<file path="config.mk">
export PLATFORM = sky130hd
export DESIGN_NAME = phasegen_n
export DESIGN_NICKNAME = d
export VERILOG_FILES = /design/src/rtl/phasegen_n.sv
export SDC_FILE = /design/constraint.sdc
export NUM_CORES = 1
export LEC_CHECK = 0
export BUFFER_PORTS_ARGS = -buffer_cell sky130_fd_sc_hd__clkbuf_2
export CAP_MARGIN = 40
export CELL_PAD_IN_SITES_DETAIL_PLACEMENT = 1
export CELL_PAD_IN_SITES_GLOBAL_PLACEMENT = 1
export CORE_MARGIN = 2
export CORE_UTILIZATION = 28
export DETAILED_ROUTE_END_ITERATION = 10
export HOLD_SLACK_MARGIN = 0.05
export PLACE_DENSITY_LB_ADDON = 0.1
export SLEW_MARGIN = 20
export SYNTH_ARGS = -nofsm -noshare
export SYNTH_HDL_FRONTEND = slang
export SYNTH_SLANG_ARGS = --single-unit
</file>
<file path="constraint.sdc">
create_clock -name clock -period 4.5 [get_ports clock]
set_input_delay 0 -clock clock [delete_from_list [all_inputs] [get_ports clock]]
set_output_delay 0 -clock clock [all_outputs]
set_load 0.005 [all_outputs]
</file>
<file path="src/rtl/phasegen_n.sv">
// Parametrised instruction-phase generator: one-hot phase rotation with run,
// single-phase, single-instruction and N-instruction stepping, stall and halt.
module phasegen_n #(
   parameter int unsigned NPHASE = 4,
   parameter int unsigned CNT_W  = 8
) (
   input  logic              clock,
   input  logic              reset,
   input  logic              run,
   input  logic              step_phase,
   input  logic              step_inst,
   input  logic              step_n,
   input  logic [CNT_W-1:0]  n_inst,
   input  logic              stall,
   input  logic              halt,
   output logic [NPHASE-1:0] cstate,
   output logic              running,
   output logic              inst_done,
   output logic [CNT_W-1:0]  remaining
);

   typedef enum logic [2:0] {
      ST_STOP,
      ST_RUN,
      ST_STEP_INST,
      ST_STEP_PHASE,
      ST_STEP_N
   } state_t;

   state_t              state, state_nx;
   logic [NPHASE-1:0]   cstate_nx;
   logic                done_nx;
   logic [CNT_W-1:0]    remaining_nx;
   logic [NPHASE-1:0]   rotated;
   logic                last;

   assign rotated = {cstate[NPHASE-2:0], cstate[NPHASE-1]};
   assign last    = cstate[NPHASE-1];
   assign running = (state != ST_STOP);

   always_ff @(posedge clock or negedge reset) begin
      if (!reset) begin
         state     <= ST_STOP;
         cstate    <= NPHASE'(1);
         inst_done <= 1'b0;
         remaining <= '0;
      end else begin
         state     <= state_nx;
         cstate    <= cstate_nx;
         inst_done <= done_nx;
         remaining <= remaining_nx;
      end
   end

   // A run pulse stops any active mode without advancing; stall outranks halt.
   always_comb begin
      state_nx     = state;
      cstate_nx    = cstate;
      done_nx      = 1'b0;
      remaining_nx = remaining;
      unique case (state)
         ST_STOP: begin
            if (run)
               state_nx = ST_RUN;
            else if (step_inst)
               state_nx = ST_STEP_INST;
            else if (step_phase)
               state_nx = ST_STEP_PHASE;
            else if (step_n && (n_inst != '0)) begin
               state_nx     = ST_STEP_N;
               remaining_nx = n_inst;
            end
         end
         ST_RUN: begin
            if (run)
               state_nx = ST_STOP;
            else if (!stall) begin
               cstate_nx = rotated;
               if (last) begin
                  done_nx = 1'b1;
                  if (halt) state_nx = ST_STOP;
               end
            end
         end
         ST_STEP_INST: begin
            if (run)
               state_nx = ST_STOP;
            else if (!stall) begin
               cstate_nx = rotated;
               if (last) begin
                  done_nx  = 1'b1;
                  state_nx = ST_STOP;
               end
            end
         end
         ST_STEP_PHASE: begin
            if (run)
               state_nx = ST_STOP;
            else if (!stall) begin
               cstate_nx = rotated;
               done_nx   = last;
               state_nx  = ST_STOP;
            end
         end
         ST_STEP_N: begin
            if (run) begin
               state_nx     = ST_STOP;
               remaining_nx = '0;
            end else if (!stall) begin
               cstate_nx = rotated;
               if (last) begin
                  done_nx = 1'b1;
                  if ((remaining == CNT_W'(1)) || halt) begin
                     state_nx     = ST_STOP;
                     remaining_nx = '0;
                  end else begin
                     remaining_nx = remaining - CNT_W'(1);
                  end
               end
            end
         end
         default: state_nx = ST_STOP;
      endcase
   end

endmodule

</file>
==> results.py, run 1 <==
metrics = {
    "cts": {
        "clock-sinks": 16,
        "clk_pin_slew_worst_paths_ns": 0.10,
        "cts_buffer_depth": 2,
        "cts_tree": "done",
        "cts_buffers": 3,
        "cts_resized": 0,
        "htreeDepth": 1,
        "clk_latency_ns": 0.29,
        "hold_buffers": 5,
        "post_cts_buffers": 0,
        "root_buffer": "clkbuf_4",
    },
    "global_route": {
        "grt_pass1_wl_mm": 4.47,
        "grt_pass1_vias": 995,
        "grt_antenna_before_repair": 0,
        "grt_max_degree": 17,
        "overflow": 0,
        "track_usage_pct": 14.0,
    },
    "synth": {
        "ys_warn_count": 0,
        "synthFlopType": "dfrtp_1",
        "synth_nets": 125,
        "netlist_area_um2": 993,
        "yosysTopAreaCell": "dfrtp_1",
        "synth_area_leaders": "dfrtp_1, a22o_1, nor2_1",
        "avgSynthCellArea_um2": 9.28,
        "ys_seq_area_share_pct": 40.4,
        "async_flop_share_pct": 100,
        "yosysTopAreaCellShare_pct": 37.8,
        "synth_edf_count": 0,
        "ys_seq_elements": 16,
        "synth_cells": 107,
        "synth_cell_types": 33,
    },
    "finish": {
        "layout_commonest_cell": "clkbuf_2",
        "stdcell_area_um2": 1270,
        "utilization_pct": 37.8,
        "fin_cells": 189,
        "area_growth_pct": 27.8,
        "final_cell_mix": "clkbuf_2, dfrtp_1, nor2_1",
        "fin_nets": 162,
        "drive_gt1_share_pct": 30.8,
        "n_antenna_cell": 0,
    },
    "placement": {
        "port_buffers": 29,
        "routabilityCongestion": 0.722,
        "dp_hpwl_mm": 2.09,
        "place_area_um2": 1180,
        "dp_cells": 180,
    },
    "hold_path": {
        "holdPathEnd": "state[2]",
        "hold_start": "step_inst",
        "holdPathStages": 4,
        "hold_path.class": "input port to register",
    },
    "floorplan": {
        "die_y_um": 63.6,
        "rows": 21,
        "core_um2": 3360,
        "start_util_pct": 29.5,
        "dieArea_um2": 4040,
        "io_pins": 30,
        "die_x_um": 63.6,
    },
    "critical_path": {
        "cp_data_required_time_ns": 4.69,
        "startpoint_type": "register",
        "r2r-start": "remaining[1]",
        "arrival_ns": 2.35,
        "cp_slowest_stage_delay_ns": 0.46,
        "criticalPathCategory": "register to register",
        "cp-end-kind": "register",
        "worst_path_max_delay_cell": "dfrtp_1",
        "r2r-end": "state[1]",
        "reg2reg_slack_ns": 2.34,
        "worstPathCellList": "inv_1, ha_1, nor3b_1, a2111o_4, a21boi_4, o41ai_2, a21o_1",
        "reg2regPathDepth": 7,
        "critPathMaxFanout": 9,
    },
    "timing": {
        "hold_violations": 0,
        "max_freq_ghz": 0.463,
        "rsz0062_at_grt": "no",
        "slew_headroom_pct": 66.5,
        "setup_viol": 0,
        "finalCritPeriodShare_pct": 48.0,
        "min_period_ns": 2.16,
        "slew_viol_final": 0,
        "fin_tns_setup_ns": 0,
        "tightest_slew_ns": 0.498,
        "skew_ns": 0.00396,
    },
    "routing": {
        "ant_nets": 0,
        "vias_per_cell": 5.24,
        "drc_errors": 0,
        "drt_iter0_drc": 25,
        "wl_per_cell_um": 14.4,
        "vias": 990,
        "dr.pass1.iters": 4,
        "drt_wl_total_mm": 2.72,
    },
    "power": {
        "power.density_nw_per_um2": 476,
        "p_leak_nw": 0.627,
        "peakVddDrop_v": 0.000205,
        "finalPower_mw": 0.604,
    },
    "job": {
        "max_cap_violations": 0,
    },
    "status": {
        "status": "completed",
    },
}
==> through the flow <==
| step | setup slack [ns] | hold slack [ns] |
|---|---|---|
| finish | 2.34 | 0.0497 |
| global route | 2.24 | 0.0529 |
| CTS | 2.34 | 0.0505 |
| detailed placement | 2.37 | -0.0435 |
| global placement | 2.04 | -0.0347 |
| floorplan | 2.68 | -0.296 |
==> Yosys cell counts (all sizes together), types with 2 or more instances <==
cell type	number
dfrtp	15
nand2	11
nor3b	3
inv	6
or4	2
o21ai	9
nor2	12
a32o	2
buf	2
a22o	7
nor3	6
nand2b	2
nor4	2
a21oi	7
mux2	3
ha	2
a21o	4
==> how the worst max path moves through the flow <==
stage | from | to
after global routing | state[0] | remaining[7]
after global placement | state[0] | remaining[7]
after CTS | remaining[1] | state[1]
final | remaining[1] | state[1]
after detailed placement | remaining[1] | state[1]
after floorplan | remaining[1] | state[1]
==> critical path: cells and delay by family (launching register included) <==
kind	cells	cell delay (ns)
AO/OA/AOI/OAI	4	0.81
flip-flops	1	0.46
AND/OR/NAND/NOR	1	0.44
adder cells (fa/ha/maj)	1	0.20
buffers and inverters	1	0.15
==> kinds of logic (layout without fill, tap and decap cells) <==
logic type	Yosys count	count (layout)	share of synthesized area, %
DFF	16	16	40.4
AOI/OAI and AO/OA	36	36	28.2
buffers and inverters	9	45	4.28
adders and majority gates	2	2	2.52
and+or+nand+nor	41	41	21.2
muxes	3	3	3.40
==> state kept, by name, indices dropped and copies added (netlist names) <==
| name | count |
|---|---|
| inst_done | 1 |
| state | 3 |
| remaining | 8 |
| cstate | 4 |
==> power by group <==
group          internal (mW)  switching, mW  total (mW)
sequential             0.188         0.0769       0.265
combinational          0.115          0.125       0.240
clock                 0.0493         0.0504      0.0997
==> layout make-up <==
class | instances | area [µm²]
Multi-Input combinational cell | 82 | 549
Fill cell | 435 | 2090
Tap cell | 46 | 57.6
Timing Repair Buffer | 35 | 203
Sequential cell | 16 | 402
Clock buffer | 4 | 36.3
Inverter | 6 | 22.5
==> routing by layer <==
metal / up-vias / GRT usage [%] / part of all wire [%]
li1: 472 / - / -
met1: 490 / 16.9 / 46
met2: 24 / 24.7 / 48
met3: 4 / 3.39 / 4.6
met4: 0 / 3.80 / 1.0
met5: - / 0 / 0
No activity file was read; power rests on OpenSTA's default activity.
==> run 2: changes to the inputs <==
--- a/config.mk
+++ b/config.mk
@@ -5,6 +5,7 @@
 export SDC_FILE = /design/constraint.sdc
 export NUM_CORES = 1
 export LEC_CHECK = 0
+export ABC_AREA = 1
 export BUFFER_PORTS_ARGS = -buffer_cell sky130_fd_sc_hd__clkbuf_2
 export CAP_MARGIN = 40
 export CELL_PAD_IN_SITES_DETAIL_PLACEMENT = 1
==> constraint.sdc (replaced) <==
create_clock -name clock -period 1.8 [get_ports clock]
set_input_delay 0 -clock clock [delete_from_list [all_inputs] [get_ports clock]]
set_output_delay 0 -clock clock [all_outputs]
set_load 0.005 [all_outputs]
==> run 2 against run 1 <==
  * Sequential share of layout area shrank 2.3 points
  * Non-clock buffer count shrank 5
  * Die area rose by 11%
  * Area after synthesis increased by 12%
  * Largest cell class unchanged
  * Largest power group is now combinational cells
  * Highest routed layer unchanged
==> results.py, run 2 <==
metrics = {
    "critical_path": {
        "worst_path_max_delay_cell": "dfrtp_1",
        "crit_top_cell": "nand2_1",
        "arrival_ns": 1.69,
        "startpoint_type": "register",
        "path_buf_inv": 1,
        "critPathMaxFanout": 9,
        "cpLargestDelayFamily": "simple AND/OR/NAND/NOR gates",
        "cp-end-kind": "register",
        "worstPathCellList": "inv_1, ha_1, nand3_1, nor2_1, nor2_4, nor2_2, nand3_2, nand2_1, nand2_1",
        "criticalPathCategory": "register to register",
        "cp_slowest_stage_delay_ns": 0.42,
        "cp_data_required_time_ns": 1.94,
    },
    "timing": {
        "skew_ns": 0.00290,
        "finalCritPeriodShare_pct": 86.1,
        "slew_headroom_pct": 71.7,
        "hold_violations": 0,
        "setup_viol": 0,
        "tightest_slew_ns": 0.424,
        "setup_ws_ns": 0.251,
        "min_period_ns": 1.55,
        "rsz0062_at_grt": "no",
        "fin_tns_setup_ns": 0,
        "slew_viol_final": 0,
        "max_freq_ghz": 0.645,
    },
    "power": {
        "p_int_mw": 1.10,
        "p_leak_nw": 0.781,
        "p_seq_share_pct": 35.3,
        "finalPower_mw": 1.98,
        "swShare_pct": 44.6,
        "peakVddDrop_v": 0.000667,
        "switchingPower_mw": 0.881,
        "pwr-share-clk_pct": 16.2,
        "combinationalPowerShare_pct": 48.5,
        "power.density_nw_per_um2": 1450,
    },
    "finish": {
        "n_antenna_cell": 0,
        "largest_reg_flops": 8,
        "top_register": "remaining",
        "stdcell_area_um2": 1370,
        "layout_commonest_cell": "nand2_1",
        "utilization_pct": 36.5,
        "area_growth_pct": 23.4,
        "fin_nets": 217,
        "drive_gt1_share_pct": 24.2,
        "reg_top3": "remaining x8, cstate x4, state x3",
        "final_cell_mix": "nand2_1, clkbuf_2, inv_1",
    },
    "cts": {
        "clk_pin_slew_worst_paths_ns": 0.07,
        "cts_tree": "done",
        "cts_buffers": 3,
        "cts_buffer_depth": 2,
        "clock-sinks": 16,
        "clk_latency_ns": 0.25,
        "root_buffer": "clkbuf_8",
        "cts_resized": 0,
        "htreeDepth": 1,
    },
    "synth": {
        "netlist_area_um2": 1110,
        "synth_area_leaders": "dfrtp_1, nand2_1, inv_1",
        "synth_cell_types": 25,
        "ys_seq_area_share_pct": 36.2,
        "avgSynthCellArea_um2": 6.72,
        "ys_warn_count": 0,
        "yosysMostFrequentCell": "nand2_1",
        "synth_cells": 165,
        "async_flop_share_pct": 100,
        "ys_top_cells_by_count": "nand2_1, inv_1, dfrtp_1, nor2_1, nand3_1",
        "yosysTopAreaCell": "dfrtp_1",
        "yosysTopAreaCellShare_pct": 33.9,
        "ys_seq_elements": 16,
        "synth_nets": 183,
        "synth_edf_count": 0,
        "synthFlopType": "dfrtp_1",
    },
    "placement": {
        "place_area_um2": 1300,
        "routabilityCongestion": 0.841,
        "port_buffers": 29,
        "dp_hpwl_mm": 2.48,
        "placement.setup.worst_slack_ns": 0.256,
    },
    "global_route": {
        "overflow": 0,
        "grt_antenna_before_repair": 0,
        "track_usage_pct": 16.0,
        "grt_pass1_wl_mm": 5.39,
        "grt_pass1_vias": 1203,
        "grt_max_degree": 17,
    },
    "routing": {
        "ant_nets": 0,
        "vias": 1124,
        "drc_errors": 0,
        "drt_wl_total_mm": 3.03,
        "drt_iter0_drc": 59,
        "wl_per_cell_um": 12.3,
        "vias_per_cell": 4.57,
        "dr.pass1.iters": 4,
    },
    "status": {
        "status": "completed",
    },
    "floorplan": {
        "rows": 22,
        "core_um2": 3740,
        "dieArea_um2": 4480,
        "start_util_pct": 29.6,
        "die_y_um": 66.9,
        "die_x_um": 66.9,
        "io_pins": 30,
    },
    "hold_path": {
        "hold_path.class": "input port to register",
    },
    "job": {
        "max_cap_violations": 0,
    },
}
==> run 2: cell count changes after synthesis, sizes merged, moves of 5 or more <==
cell	previous run	this run
a22o	7	0
inv	6	23
nand2	11	73
nand3	1	12
nor2	12	19
nor3	6	1
==> run 2: cell type report <==
| type | count | area, µm² |
|---|---|---|
| clock buffer | 4 | 55.1 |
| fill | 504 | 2380 |
| inverter | 23 | 86.3 |
| multi-input combinational | 125 | 609 |
| sequential | 16 | 402 |
| tap | 48 | 60.1 |
| timing repair buffer | 30 | 155 |
==> run 2: worst register-to-register path, delay by kind of cell, from the launching register on <==
kind,cells,cell delay [ns]
fa+ha+maj,1,0.15
buf+inv,1,0.10
flops,1,0.42
simple gates,7,0.77
==> run 2: per-layer routing <==
layer / share of wire (%) / GRT usage, %
met4: 0.56 / 2.30
met2: 52 / 31.6
met3: 4.4 / 3.21
met5: 0 / 0
met1: 43 / 17.7
==> run 2: cells by family after synthesis <==
group                      share of synthesized area [%]
and+or+nand+nor                                     43.9
buffers and inverters                               8.80
DFF                                                 36.2
AOI/OAI and AO/OA                                   6.43
xor gates and xnor gates                            2.37
adders and majority gates                           2.26
==> run 2: path summary, 6_finish.rpt <==
kind | start | to | slack (ns) | depth (start not counted)
worst max-delay path | remaining[1] | state[0] | 0.25 | 9
max in group asynchronous | reset | cstate[0] | 1.25 | 2
min in group asynchronous | reset | remaining[3] | 0.22 | 2
worst max register to register | remaining[1] | state[0] | 0.25 | 9
worst min register to register | cstate[0] | cstate[0] | 0.52 | 2
worst min-delay path | step_inst | state[0] | 0.07 | 4
==> run 2: power by group through the flow <==
stage | clock network [mW] | logic (mW) | registers (mW)
3_5_place_dp | 0 | 0.977 | 0.710
5_1_grt | 0.351 | 1.12 | 0.732
4_1_cts | 0.332 | 0.984 | 0.704
2_1_floorplan | 0 | 0.641 | 0.683
3_3_place_gp | 0 | 0.955 | 0.703
6_report | 0.319 | 0.959 | 0.698
==> run 2: through the flow <==
stage / hold WS, ns / std cells
2_1_floorplan: -0.296 / 165
3_3_place_gp: -0.0427 / 241
3_5_place_dp: -0.0356 / 241
4_1_cts: 0.0737 / 246
5_1_grt: 0.108 / 246
6_report: 0.0708 / 246
==> run 2: what timing repair did <==
item / CTS / global route
setup buffers: 0 / 0
hold buffers: 1 / 0
hold endpoints to repair: 16 / 0
setup endpoints to repair: 0 / 0
==> run 3: changes to the inputs <==
--- a/config.mk
+++ b/config.mk
@@ -14,6 +14,7 @@
 export CORE_UTILIZATION = 28
 export DETAILED_ROUTE_END_ITERATION = 10
 export HOLD_SLACK_MARGIN = 0.05
+export MAX_ROUTING_LAYER = met4
 export PLACE_DENSITY_LB_ADDON = 0.1
 export SLEW_MARGIN = 20
 export SYNTH_ARGS = -nofsm -noshare
==> constraint.sdc (replaced) <==
create_clock -name clock -period 1.4 [get_ports clock]
set_input_delay 0 -clock clock [delete_from_list [all_inputs] [get_ports clock]]
set_output_delay 0 -clock clock [all_outputs]
set_load 0.005 [all_outputs]
==> run 3 against run 2 <==
  * The flow now finishes with violations (negative setup slack)
  * Fmax grew 8.6%
  * Worst hold slack lost 0.014 ns
  * Setup slack lost 0.28 ns
  * Combinational power grew 63%
  * First-iteration DRC count shrank 66%
  * Clock skew grew 0.0032 ns
  * Power grew 43%
  * Via count grew 4.0%
  * Clock power grew 32%
  * Critical path type unchanged
==> results.py, run 3 (synthesized netlist as in run 2, its figures left out) <==
metrics = {
    "status": {
        "status": "finished, violations left",
        "violations": "negative setup slack",
    },
    "finish": {
        "stdcell_area_um2": 1500,
        "largest_reg_flops": 8,
        "fin_cells": 258,
        "fin_nets": 229,
        "top_register": "remaining",
        "drive_gt1_share_pct": 32.9,
        "fillers": 515,
        "area_growth_pct": 35.7,
        "final_cell_mix": "nand2_1, clkbuf_2, inv_1",
        "reg_top3": "remaining x8, cstate x4, state x3",
        "layout_commonest_cell": "nand2_1",
        "n_antenna_cell": 0,
    },
    "timing": {
        "max_freq_ghz": 0.701,
        "finalCritPeriodShare_pct": 102,
        "hold_violations": 0,
        "min_period_ns": 1.43,
        "tightest_slew_ns": 0.435,
        "slew_viol_final": 0,
        "holdWs_ns": 0.0570,
        "setup_viol": 5,
        "skew_ns": 0.00611,
        "slew_headroom_pct": 71.0,
        "setup_ws_ns": -0.0265,
        "rsz0062_at_grt": "yes",
    },
    "placement": {
        "dp_hpwl_mm": 2.52,
        "dp_cells": 252,
        "port_buffers": 29,
        "routabilityCongestion": 0.840,
        "place_area_um2": 1390,
        "placement.setup.worst_slack_ns": -0.0941,
    },
    "critical_path": {
        "r2r-end": "state[2]",
        "cp_data_required_time_ns": 1.54,
        "r2r-start": "state[0]",
        "reg2reg_slack_ns": -0.03,
        "criticalPathCategory": "register to register",
        "startpoint_type": "register",
        "startpoint": "state[0]",
        "critPathMaxFanout": 5,
        "arrival_ns": 1.56,
        "reg2regPathDepth": 6,
        "cp-end-kind": "register",
    },
    "floorplan": {
        "dieArea_um2": 4480,
        "die_y_um": 66.9,
        "io_pins": 30,
        "start_util_pct": 29.6,
        "die_x_um": 66.9,
        "rows": 22,
        "core_um2": 3740,
    },
    "power": {
        "peakVddDrop_v": 0.000650,
        "switchingPower_mw": 1.23,
        "p_int_mw": 1.59,
        "power.density_nw_per_um2": 1880,
        "combinationalPowerShare_pct": 55.5,
        "finalPower_mw": 2.82,
        "pwr-share-clk_pct": 14.9,
        "swShare_pct": 43.5,
        "p_seq_share_pct": 29.6,
        "p_leak_nw": 0.845,
    },
    "cts": {
        "clk_pin_slew_worst_paths_ns": 0.07,
        "clk_latency_ns": 0.25,
        "post_cts_buffers": 0,
        "cts_tree": "done",
        "htreeDepth": 1,
        "cts_buffer_depth": 2,
        "root_buffer": "clkbuf_8",
        "clock-sinks": 16,
        "cts_buffers": 3,
    },
    "global_route": {
        "grt_max_degree": 17,
        "grt_antenna_before_repair": 0,
        "grt_pass1_wl_mm": 5.40,
        "grt_pass1_vias": 1208,
        "track_usage_pct": 16.7,
        "overflow": 0,
    },
    "routing": {
        "drt_iter0_drc": 20,
        "drt_wl_total_mm": 3.20,
        "vias": 1169,
        "dr.pass1.iters": 3,
        "ant_nets": 0,
        "vias_per_cell": 4.53,
        "drc_errors": 0,
        "wl_per_cell_um": 12.4,
    },
    "hold_path": {
        "hold_start": "n_inst[3]",
        "hold_path.class": "input port to register",
        "holdPathEnd": "remaining[3]",
        "holdPathStages": 5,
    },
    "job": {
        "max_cap_violations": 0,
    },
}
-- run 3: cell type report --
type                    instances  area (µm²)  area share, %
inverters                      23        86.3           5.74
multi-input cells             126         663           44.1
clock buffers                   4        55.1           3.66
repair buffers                 41         238           15.8
well taps                      48        60.1           3.99
flip-flops and latches         16         402           26.7
-- run 3: power by group through the flow --
stage / sequential [mW] / combinational [mW] / clock (mW)
after CTS: 0.829 / 1.54 / 0.438
after global placement: 0.817 / 1.49 / 0
after global routing: 0.864 / 1.79 / 0.456
after floorplan: 0.878 / 0.824 / 0
final: 0.834 / 1.56 / 0.422
after detailed placement: 0.829 / 1.52 / 0
-- run 3: worst max-delay path, stage by stage, from the launching register on --
cell,delay [ns]
dfrtp_1,0.41
nor2_4,0.18
nand4_1,0.21
nor2_2,0.29
nor2_4,0.07
nand4_1,0.08
nand2_1,0.07
-- run 3: worst max path at each step --
stage | to | slack [ns] | cells past startpoint
after floorplan | state[0] | 0.07 | 9
after global placement | state[1] | -0.07 | 9
after detailed placement | state[0] | -0.09 | 9
after CTS | state[0] | -0.03 | 9
after global routing | state[2] | -0.14 | 6
final | state[2] | -0.03 | 6
-- run 3: what timing repair did --
| action | 4_1_cts | 5_1_grt |
|---|---|---|
| hold endpoints to repair | 16 | 0 |
| pin swaps | 1 | 7 |
| cloned | 0 | 1 |
| hold buffers | 1 | 0 |
| endpoints found under the setup margin | 6 | 11 |
| resized for setup | 2 | 11 |
-- run 3: metal layers --
layer  routed length (µm)  GRT usage (%)  vias up
met4                   34           4.59        0
li1                     -              -      596
met1                 1380           17.6      549
met3                  109           3.55        4
met5                    0              -        -
met2                 1670           31.3       20
-- run 3: per-stage QoR --
stage / setup TNS, ns / utilization (%)
2_1_floorplan: 0 / -
3_3_place_gp: -0.202 / 37.0
3_5_place_dp: -0.221 / 37.0
4_1_cts: -0.131 / 38.9
5_1_grt: -1.20 / 40.2
6_report: -0.105 / 40.2
